===== src/rtl/chacha20_pld_xor_pkg.sv =====
// chacha20_pld_xor_pkg: shared widths, FSM states and byte helpers
package chacha20_pld_xor_pkg;
  localparam int BEAT_W = 128;
  localparam int KEEP_W = BEAT_W / 8;
  localparam int KS_W = 512;
  localparam int SLICES = KS_W / BEAT_W;
  typedef enum logic [2:0] {IDLE, KS_REQ, KS_WAIT, XFER, LEN, FIN} state_t;
  function automatic logic [63:0] popcount(input logic [KEEP_W-1:0] k);
    popcount = '0;
    for (int i = 0; i < KEEP_W; i++) popcount = popcount + 64'(k[i]);
  endfunction
  function automatic logic [BEAT_W-1:0] byte_mask(input logic [KEEP_W-1:0] k);
    byte_mask = '0;
    for (int i = 0; i < KEEP_W; i++) byte_mask[8*i +: 8] = {8{k[i]}};
  endfunction
endpackage


===== src/rtl/chacha20_beat_reg.sv =====
// chacha20_beat_reg: output slot shared by the user port and the MAC port
module chacha20_beat_reg
  import chacha20_pld_xor_pkg::*;
(
  input  logic              clk,
  input  logic              rst,
  input  logic              load,
  input  logic [BEAT_W-1:0] out_d,
  input  logic [KEEP_W-1:0] out_k,
  input  logic              out_l,
  input  logic [BEAT_W-1:0] pld_d,
  input  logic [KEEP_W-1:0] pld_k,
  input  logic              out_ready,
  input  logic              pld_ready,
  output logic              out_valid,
  output logic [BEAT_W-1:0] out_data,
  output logic [KEEP_W-1:0] out_keep,
  output logic              out_last,
  output logic              pld_valid,
  output logic [BEAT_W-1:0] pld_data,
  output logic [KEEP_W-1:0] pld_keep,
  output logic              free,
  output logic              empty
);
  assign free = (!out_valid || out_ready) && (!pld_valid || pld_ready);
  assign empty = !out_valid && !pld_valid;
  // load both consumers together; each valid drops on its own handshake
  always_ff @(posedge clk or posedge rst) begin
    if (rst) begin
      out_valid <= 1'b0;
      pld_valid <= 1'b0;
      out_data <= '0;
      out_keep <= '0;
      out_last <= 1'b0;
      pld_data <= '0;
      pld_keep <= '0;
    end else if (load) begin
      out_valid <= 1'b1;
      pld_valid <= 1'b1;
      out_data <= out_d;
      out_keep <= out_k;
      out_last <= out_l;
      pld_data <= pld_d;
      pld_keep <= pld_k;
    end else begin
      if (out_ready) out_valid <= 1'b0;
      if (pld_ready) pld_valid <= 1'b0;
    end
  end
endmodule


===== src/rtl/chacha20_pld_xor.sv =====
// chacha20_pld_xor: XORs payload beats with ChaCha20 keystream and feeds the MAC
module chacha20_pld_xor
  import chacha20_pld_xor_pkg::*;
(
  input  logic              clk,
  input  logic              rst,
  input  logic              start,
  input  logic              dir,
  input  logic              pld_empty,
  input  logic [63:0]       aad_len_bytes,
  input  logic              in_valid,
  output logic              in_ready,
  input  logic [BEAT_W-1:0] in_data,
  input  logic [KEEP_W-1:0] in_keep,
  input  logic              in_last,
  output logic              ks_req,
  input  logic              ks_valid,
  input  logic [KS_W-1:0]   ks_data,
  output logic              out_valid,
  input  logic              out_ready,
  output logic [BEAT_W-1:0] out_data,
  output logic [KEEP_W-1:0] out_keep,
  output logic              out_last,
  output logic              pld_valid,
  input  logic              pld_ready,
  output logic [BEAT_W-1:0] pld_data,
  output logic [KEEP_W-1:0] pld_keep,
  output logic              len_valid,
  input  logic              len_ready,
  output logic [127:0]      len_block,
  output logic              busy,
  output logic              done
);
  state_t state, nxt;
  logic [KS_W-1:0] ks_buf;
  logic [1:0] idx;
  logic [63:0] pld_len, aad_r;
  logic dir_r, last_acc, free, empty, accept;
  logic [BEAT_W-1:0] mask, xr, pr;
  assign accept = in_valid && in_ready;
  assign in_ready = (state == XFER) && free && !last_acc;
  assign mask = byte_mask(in_keep);
  assign xr = (in_data ^ ks_buf[BEAT_W*idx +: BEAT_W]) & mask;
  assign pr = dir_r ? (in_data & mask) : xr;
  assign ks_req = state == KS_REQ;
  assign len_valid = state == LEN;
  assign done = state == FIN;
  assign busy = state != IDLE;
  assign len_block = {pld_len, aad_r};
  chacha20_beat_reg u_slot (
    .clk(clk), .rst(rst), .load(accept),
    .out_d(xr), .out_k(in_keep), .out_l(in_last),
    .pld_d(pr), .pld_k(in_keep),
    .out_ready(out_ready), .pld_ready(pld_ready),
    .out_valid(out_valid), .out_data(out_data), .out_keep(out_keep), .out_last(out_last),
    .pld_valid(pld_valid), .pld_data(pld_data), .pld_keep(pld_keep),
    .free(free), .empty(empty)
  );
  // state register
  always_ff @(posedge clk or posedge rst) begin
    if (rst) state <= IDLE;
    else state <= nxt;
  end
  // next state; a last beat waits for the slot to drain before the length block
  always_comb begin
    nxt = state;
    case (state)
      IDLE:    nxt = start ? (pld_empty ? LEN : KS_REQ) : IDLE;
      KS_REQ:  nxt = KS_WAIT;
      KS_WAIT: nxt = ks_valid ? XFER : KS_WAIT;
      XFER:    nxt = (last_acc && empty) ? LEN :
                     (accept && !in_last && idx == 2'(SLICES - 1)) ? KS_REQ : XFER;
      LEN:     nxt = len_ready ? FIN : LEN;
      FIN:     nxt = IDLE;
      default: nxt = IDLE;
    endcase
  end
  // message context, keystream buffer, slice index and payload byte count
  always_ff @(posedge clk or posedge rst) begin
    if (rst) begin
      ks_buf <= '0;
      idx <= '0;
      pld_len <= '0;
      aad_r <= '0;
      dir_r <= 1'b0;
      last_acc <= 1'b0;
    end else begin
      if (state == IDLE && start) begin
        pld_len <= '0;
        aad_r <= aad_len_bytes;
        dir_r <= dir;
        last_acc <= 1'b0;
        idx <= '0;
      end
      if (state == KS_WAIT && ks_valid) begin
        ks_buf <= ks_data;
        idx <= '0;
      end
      if (accept) begin
        pld_len <= pld_len + popcount(in_keep);
        idx <= idx + 2'd1;
        last_acc <= in_last;
      end
    end
  end
endmodule


===== config.mk =====
export PLATFORM = sky130hd
export DESIGN_NAME = chacha20_pld_xor
export DESIGN_NICKNAME = d
export VERILOG_FILES = /design/src/rtl/chacha20_pld_xor_pkg.sv /design/src/rtl/chacha20_beat_reg.sv /design/src/rtl/chacha20_pld_xor.sv
export SDC_FILE = /design/constraint.sdc
export NUM_CORES = 2
export LEC_CHECK = 0
export CAP_MARGIN = 20
export CORE_AREA = 2 2 448 450
export DETAILED_ROUTE_END_ITERATION = 7
export DIE_AREA = 0 0 450 452
export GPL_TIMING_DRIVEN = 0
export HOLD_SLACK_MARGIN = 0.05
export PLACE_DENSITY = 0.41
export SYNTH_ARGS = -nofsm -noshare
export SYNTH_HDL_FRONTEND = slang
export SYNTH_HIERARCHICAL = 1
export SYNTH_SLANG_ARGS = --single-unit
export TNS_END_PERCENT = 20

===== constraint.sdc =====
create_clock -name clk -period 39.5 [get_ports clk]
set_clock_uncertainty 0.2 [all_clocks]
set_input_delay 9.875 -clock clk [delete_from_list [all_inputs] [get_ports clk]]
set_output_delay 9.875 -clock clk [all_outputs]
set_load 0.03 [all_outputs]

=== Word-level counts from Yosys, hierarchy flattened ===
Index checks and enable logic that the tools add are counted.

* Add/sub/neg operators: 17
* Eq/ne operators: 6
* Shift operators: 1
* Mux-type cells: 19
* Bitwise operators: 3
* Reduce and logical (&&, ||, !) cells: 22

{| class="wikitable"
|+ Operator list
! cell !! number
|-
| 512-bit by 10-bit indexed part select with 128-bit output || 1
|-
| 128-bit bitwise AND || 2
|-
| 128-bit 2-to-1 mux || 1
|-
| 64-bit 2-to-1 mux || 2
|-
| 128-bit XOR || 1
|-
| 64-bit by 16-bit adder with 64-bit output || 1
|-
| 15-bit by 1-bit adder with 16-bit output || 1
|-
| 14-bit by 1-bit adder with 15-bit output || 1
|-
| 3-bit case mux with 5 select lines || 1
|-
| 13-bit by 1-bit adder with 14-bit output || 1
|-
| 12-bit by 1-bit adder with 13-bit output || 1
|-
| 11-bit by 1-bit adder with 12-bit output || 1
|-
| 10-bit by 1-bit adder with 11-bit output || 1
|-
| 9-bit by 1-bit adder with 10-bit output || 1
|-
| 1-bit logical AND || 10
|-
| 8-bit by 1-bit adder with 9-bit output || 1
|-
| 3-bit 2-to-1 mux || 3
|-
| 7-bit by 1-bit adder with 8-bit output || 1
|-
| 1-bit 2-to-1 mux || 8
|-
| 2-bit 2-to-1 mux || 4
|-
| 6-bit by 1-bit adder with 7-bit output || 1
|-
| 5-bit by 1-bit adder with 6-bit output || 1
|-
| 3-bit by 2-bit equality test with 1-bit output, second input constant || 2
|-
| 3-bit equality test, second input constant || 2
|-
| other kinds (12) || 19
|}

* Register bits: 922
* Bits of input ports: 731
* Output and inout port bits: 424
* Logic and storage cells: 81

=== Longest topological paths before layout ===
* Word-level depth: 17
* Depth in mapped cells: 17
* Mapped depth without buffers: 14

=== Hierarchy ===
Netlist, hierarchy kept.

{| class="wikitable"
|+ By module, submodules not included
! module !! times used !! cells each !! area an instance (µm²) !! sequential area each (µm²)
|-
| chacha20_pld_xor || 1 || 3577 || 33061.7 || 16190.5
|-
| chacha20_beat_reg || 1 || 619 || 11005.6 || 7282.0
|}

=== Least setup slack after synthesis ===
No wires, ideal clock.

* Kind: input -> output
* From: input port pld_ready
* To: output port in_ready
* Arrival: 10.817 ns
* Required time: 29.425 ns
* Path slack: 18.608 ns
* Stages on the path: 4
* Path buffers: 0
* Cells stage by stage: inv_1 a21oi_1 inv_1 nor4b_2

* Cells in the longest elaborated chain, start to end: 4

{| class="wikitable"
|+ Ends and longest elaborated chain
! item !! line !! text
|-
| start, declared || chacha20_pld_xor.sv:25 || <nowiki>input logic pld_ready,</nowiki>
|-
| 1-bit logical OR || chacha20_beat_reg.sv:25 || <nowiki>assign free = (!out_valid || out_ready) && (!pld_valid || pld_ready);</nowiki>
|-
| 1-bit logical AND || chacha20_beat_reg.sv:25 ||
|-
| via free || chacha20_pld_xor.sv:38 || <nowiki>logic dir_r, last_acc, free, empty, accept;</nowiki>
|-
| 1-bit logical AND (2 in series) || chacha20_pld_xor.sv:41 || <nowiki>assign in_ready = (state == XFER) && free && !last_acc;</nowiki>
|-
| end, declared || chacha20_pld_xor.sv:12 || <nowiki>output logic in_ready,</nowiki>
|}

The timed path passes the listed nets, and every way through them passes these cells.

=== Final worst setup path ===
Same ends and word-level chain as after synthesis.

==> results.sh <==
export IMPL_setup_violations_final=0
export IMPL_synthArstFlopShare=1.000
export IMPL_layout_area_overhead_vs_synth_pct=43.82
export IMPL_cts_resized=0
export IMPL_critical_path_peak_fanout=2
export IMPL_hold_buffers=0
export IMPL_postRouteWirelength_mm=237.4
export IMPL_post_synth_edffs=0
export IMPL_finalWeightedCongestion=0.8981
export IMPL_worst_setup_sp_type="input port"
export IMPL_globalRouteTotalUtil=0.2292
export IMPL_report_final_slew_viol_count=0
export IMPL_crit_arrival_ns=11.79
export IMPL_timing_slew_headroom=0.2261
export IMPL_post_route_drc_count=0
export IMPL_num_io_pins=1155
export IMPL_synth_area_leaders="dfrtp_1 (53%), nand2_1 (14%), mux2_2 (9.0%)"
export IMPL_clkTransAtPathRegs_ns=0.06
export IMPL_timing_fmax_mhz=45.74
export IMPL_yosysMostFrequentCell="nand2_1"
export IMPL_wire_length_of_the_first_global_routing_pass_mm=322.0
export IMPL_num_fill_cells=20910
export IMPL_placeableCoreArea_sq_mm=0.1986
export IMPL_iter_0_drt_violations=2631
export IMPL_timing_hold_violations_final=0
export IMPL_die_area_sq_mm=0.2034
export IMPL_tightest_slew_ns=1.161
export IMPL_via_per_inst=4.401
export IMPL_power_density_mw_per_mm2=83.95
export IMPL_overflow=0
export IMPL_worst_voltage_drop_across_the_vdd_grid_mv=0.04041
export IMPL_netlist_area_sq_mm=0.04407
export IMPL_post_synth_num_cell_types=51
export IMPL_top_cell_type_s_share_of_synthesized_area=0.5327
export IMPL_synthesis_area_per_instance_sq_um=10.50
export IMPL_cts_htree_levels=3
export IMPL_finalWorstPathRequiredPeriod_ns=21.86
export IMPL_synth_yosys_seq_area_share=0.5327
export IMPL_rows=164
export IMPL_postSynthRegisterBits=938
export IMPL_drtPass1Iterations=5
export IMPL_synthTopCellsByCount="nand2_1 (1615), dfrtp_1 (938), mux2_2 (354)"
export IMPL_cts_path_max_buffers=3
export IMPL_route_vias_total=36500
export IMPL_grt_setup_unrepaired="false"
export IMPL_cts_made_buffers=118
export IMPL_worst_skew_pair_late_latency_ns=0.78
export IMPL_fp_dieH_um=452
export IMPL_post_drt_wl_per_cell_um=28.63
export IMPL_fp_dieW_um=450
export IMPL_clock_root_buffer="clkbuf_16"
export IMPL_finalSetupTns_ns=0
export IMPL_hp_class="register to register"
export IMPL_grt_max_degree=114
export IMPL_cp_required_ns=29.42
export IMPL_floorplan_initialDensity=0.2219
export IMPL_crit_path_end_kind="output port"
export IMPL_dominantRegCellSynth="dfrtp_1"
export IMPL_synth_net_count=4948
export IMPL_hold_ws_ns=0.2696
export IMPL_layout_nets=6234
export IMPL_numPortBuffers=1154
export IMPL_cts_repair_timing_setup_buffer_count=0
export IMPL_ant_nets=0
export IMPL_place_detailed_hpwl_mm=186.5
export IMPL_synth_largest_area_cell="dfrtp_1"
export IMPL_maxCapViolations=0
export IMPL_yosysWarningCount=6
export IMPL_synthesis_instances=4196
export IMPL_total_leakage_power_nw=28.05
export IMPL_final_period_utilization=0.5534
export IMPL_clock_sinks=938
export IMPL_first_global_vias=37460
export IMPL_layout_drive_gt1_share=0.1479
export IMPL_tritoncts="built"
export IMPL_grt_antenna_before_repair=107
export IMPL_outcome="completed"
export IMPL_path_class="input port to output port"
[through the flow]
step | instances | util | total power (W) | area [sq um] | setup slack [ns]
3_3_place_gp | 8006 | 0.2967 | 0.004212 | 58940 | 0.3259
4_1_cts | 8233 | 0.3183 | 0.005388 | 63230 | 17.66
2_1_floorplan | 4196 | - | 0.003103 | 44070 | 11.30
6_report | 8293 | 0.3191 | 0.005320 | 63380 | 17.64
3_5_place_dp | 8018 | 0.2985 | 0.004232 | 59290 | 17.65
5_1_grt | 8278 | 0.3189 | 0.005636 | 63340 | 17.62
[cell usage in the layout, fill, tap and decap left out, types with 41 or more instances in the layout]
cell / instances
diode_2: 60
nor2_1: 180
xnor2_1: 210
xor2_1: 48
clkbuf_1: 116
buf_2: 84
dfrtp_1: 938
mux4_2: 128
mux2i_1: 41
and2_1: 97
clkdlybuf4s50_1: 1154
nand2b_1: 50
nand2_1: 1615
clkbuf_16: 118
clkbuf_8: 64
nor2b_1: 84
mux2_2: 354
[state kept, by name (all words and copies together) (netlist names), 2 cells and up]
signal,flops
pld_len,64
u_slot/pld_data,128
u_slot/pld_keep,16
aad_r,64
u_slot/out_keep,16
ks_buf,512
u_slot/out_data,128
idx,2
state,3
[worst paths after layout]
kind	from	to	slack [ns]	cells past startpoint
worst max-delay path	pld_ready	in_ready	17.64	6
worst min-delay path	ks_buf[393]	ks_buf[393]	0.27	2
max in group asynchronous	rst	aad_r[45]	27.61	5
worst min register to register	ks_buf[393]	ks_buf[393]	0.27	2
min in group asynchronous	rst	ks_buf[24]	9.45	2
worst max register to register	pld_len[0]	pld_len[48]	34.71	13
[cells by family (layout without fill, tap and decap cells)]
kind of cell	count (synthesis)	count (layout)	share of synthesized area
flip-flops	938	938	0.5327
AO/OA/AOI/OAI	60	60	0.009682
buffers and inverters	267	1648	0.03240
other	0	60	0
adder cells (fa/ha/maj)	21	21	0.008007
multiplexers	523	523	0.1652
AND/OR/NAND/NOR	2129	2129	0.2008
XOR/XNOR	258	258	0.05128
[power breakdown]
| part | internal [W] | switching (W) |
|---|---|---|
| Combinational | 0.00107 | 0.00150 |
| Sequential | 0.00138 | 0.000249 |
| Clock | 0.000652 | 0.000473 |
[cell type report]
cell class,count,area (sq um),share of cell area
antenna,60,150.1,0.002369
buffer,228,1295,0.02043
clock buffer,178,3528,0.05567
clock inverter,37,414.1,0.006535
inverter,39,161.4,0.002547
multi-input combinational,2991,19170,0.3024
sequential,938,23470,0.3704
tap,2656,3323,0.05243
timing repair buffer,1166,11870,0.1872
[routing by layer]
layer	wire [um]	vias up	track usage
li1	-	16300	-
met1	96600	18640	0.2814
met2	117800	1227	0.3871
met3	14670	312	0.05214
met4	8196	20	0.09375
met5	139	-	0
[worst max-delay path, cell delays in order]
cell and delay [ns]:
clkdlybuf4s50_1 0.46, inv_1 0.05, a21oi_1 0.21, inv_1 0.08, nor4b_2 0.32, clkdlybuf4s50_1 0.79
No activity file was read; power rests on OpenSTA's default activity.
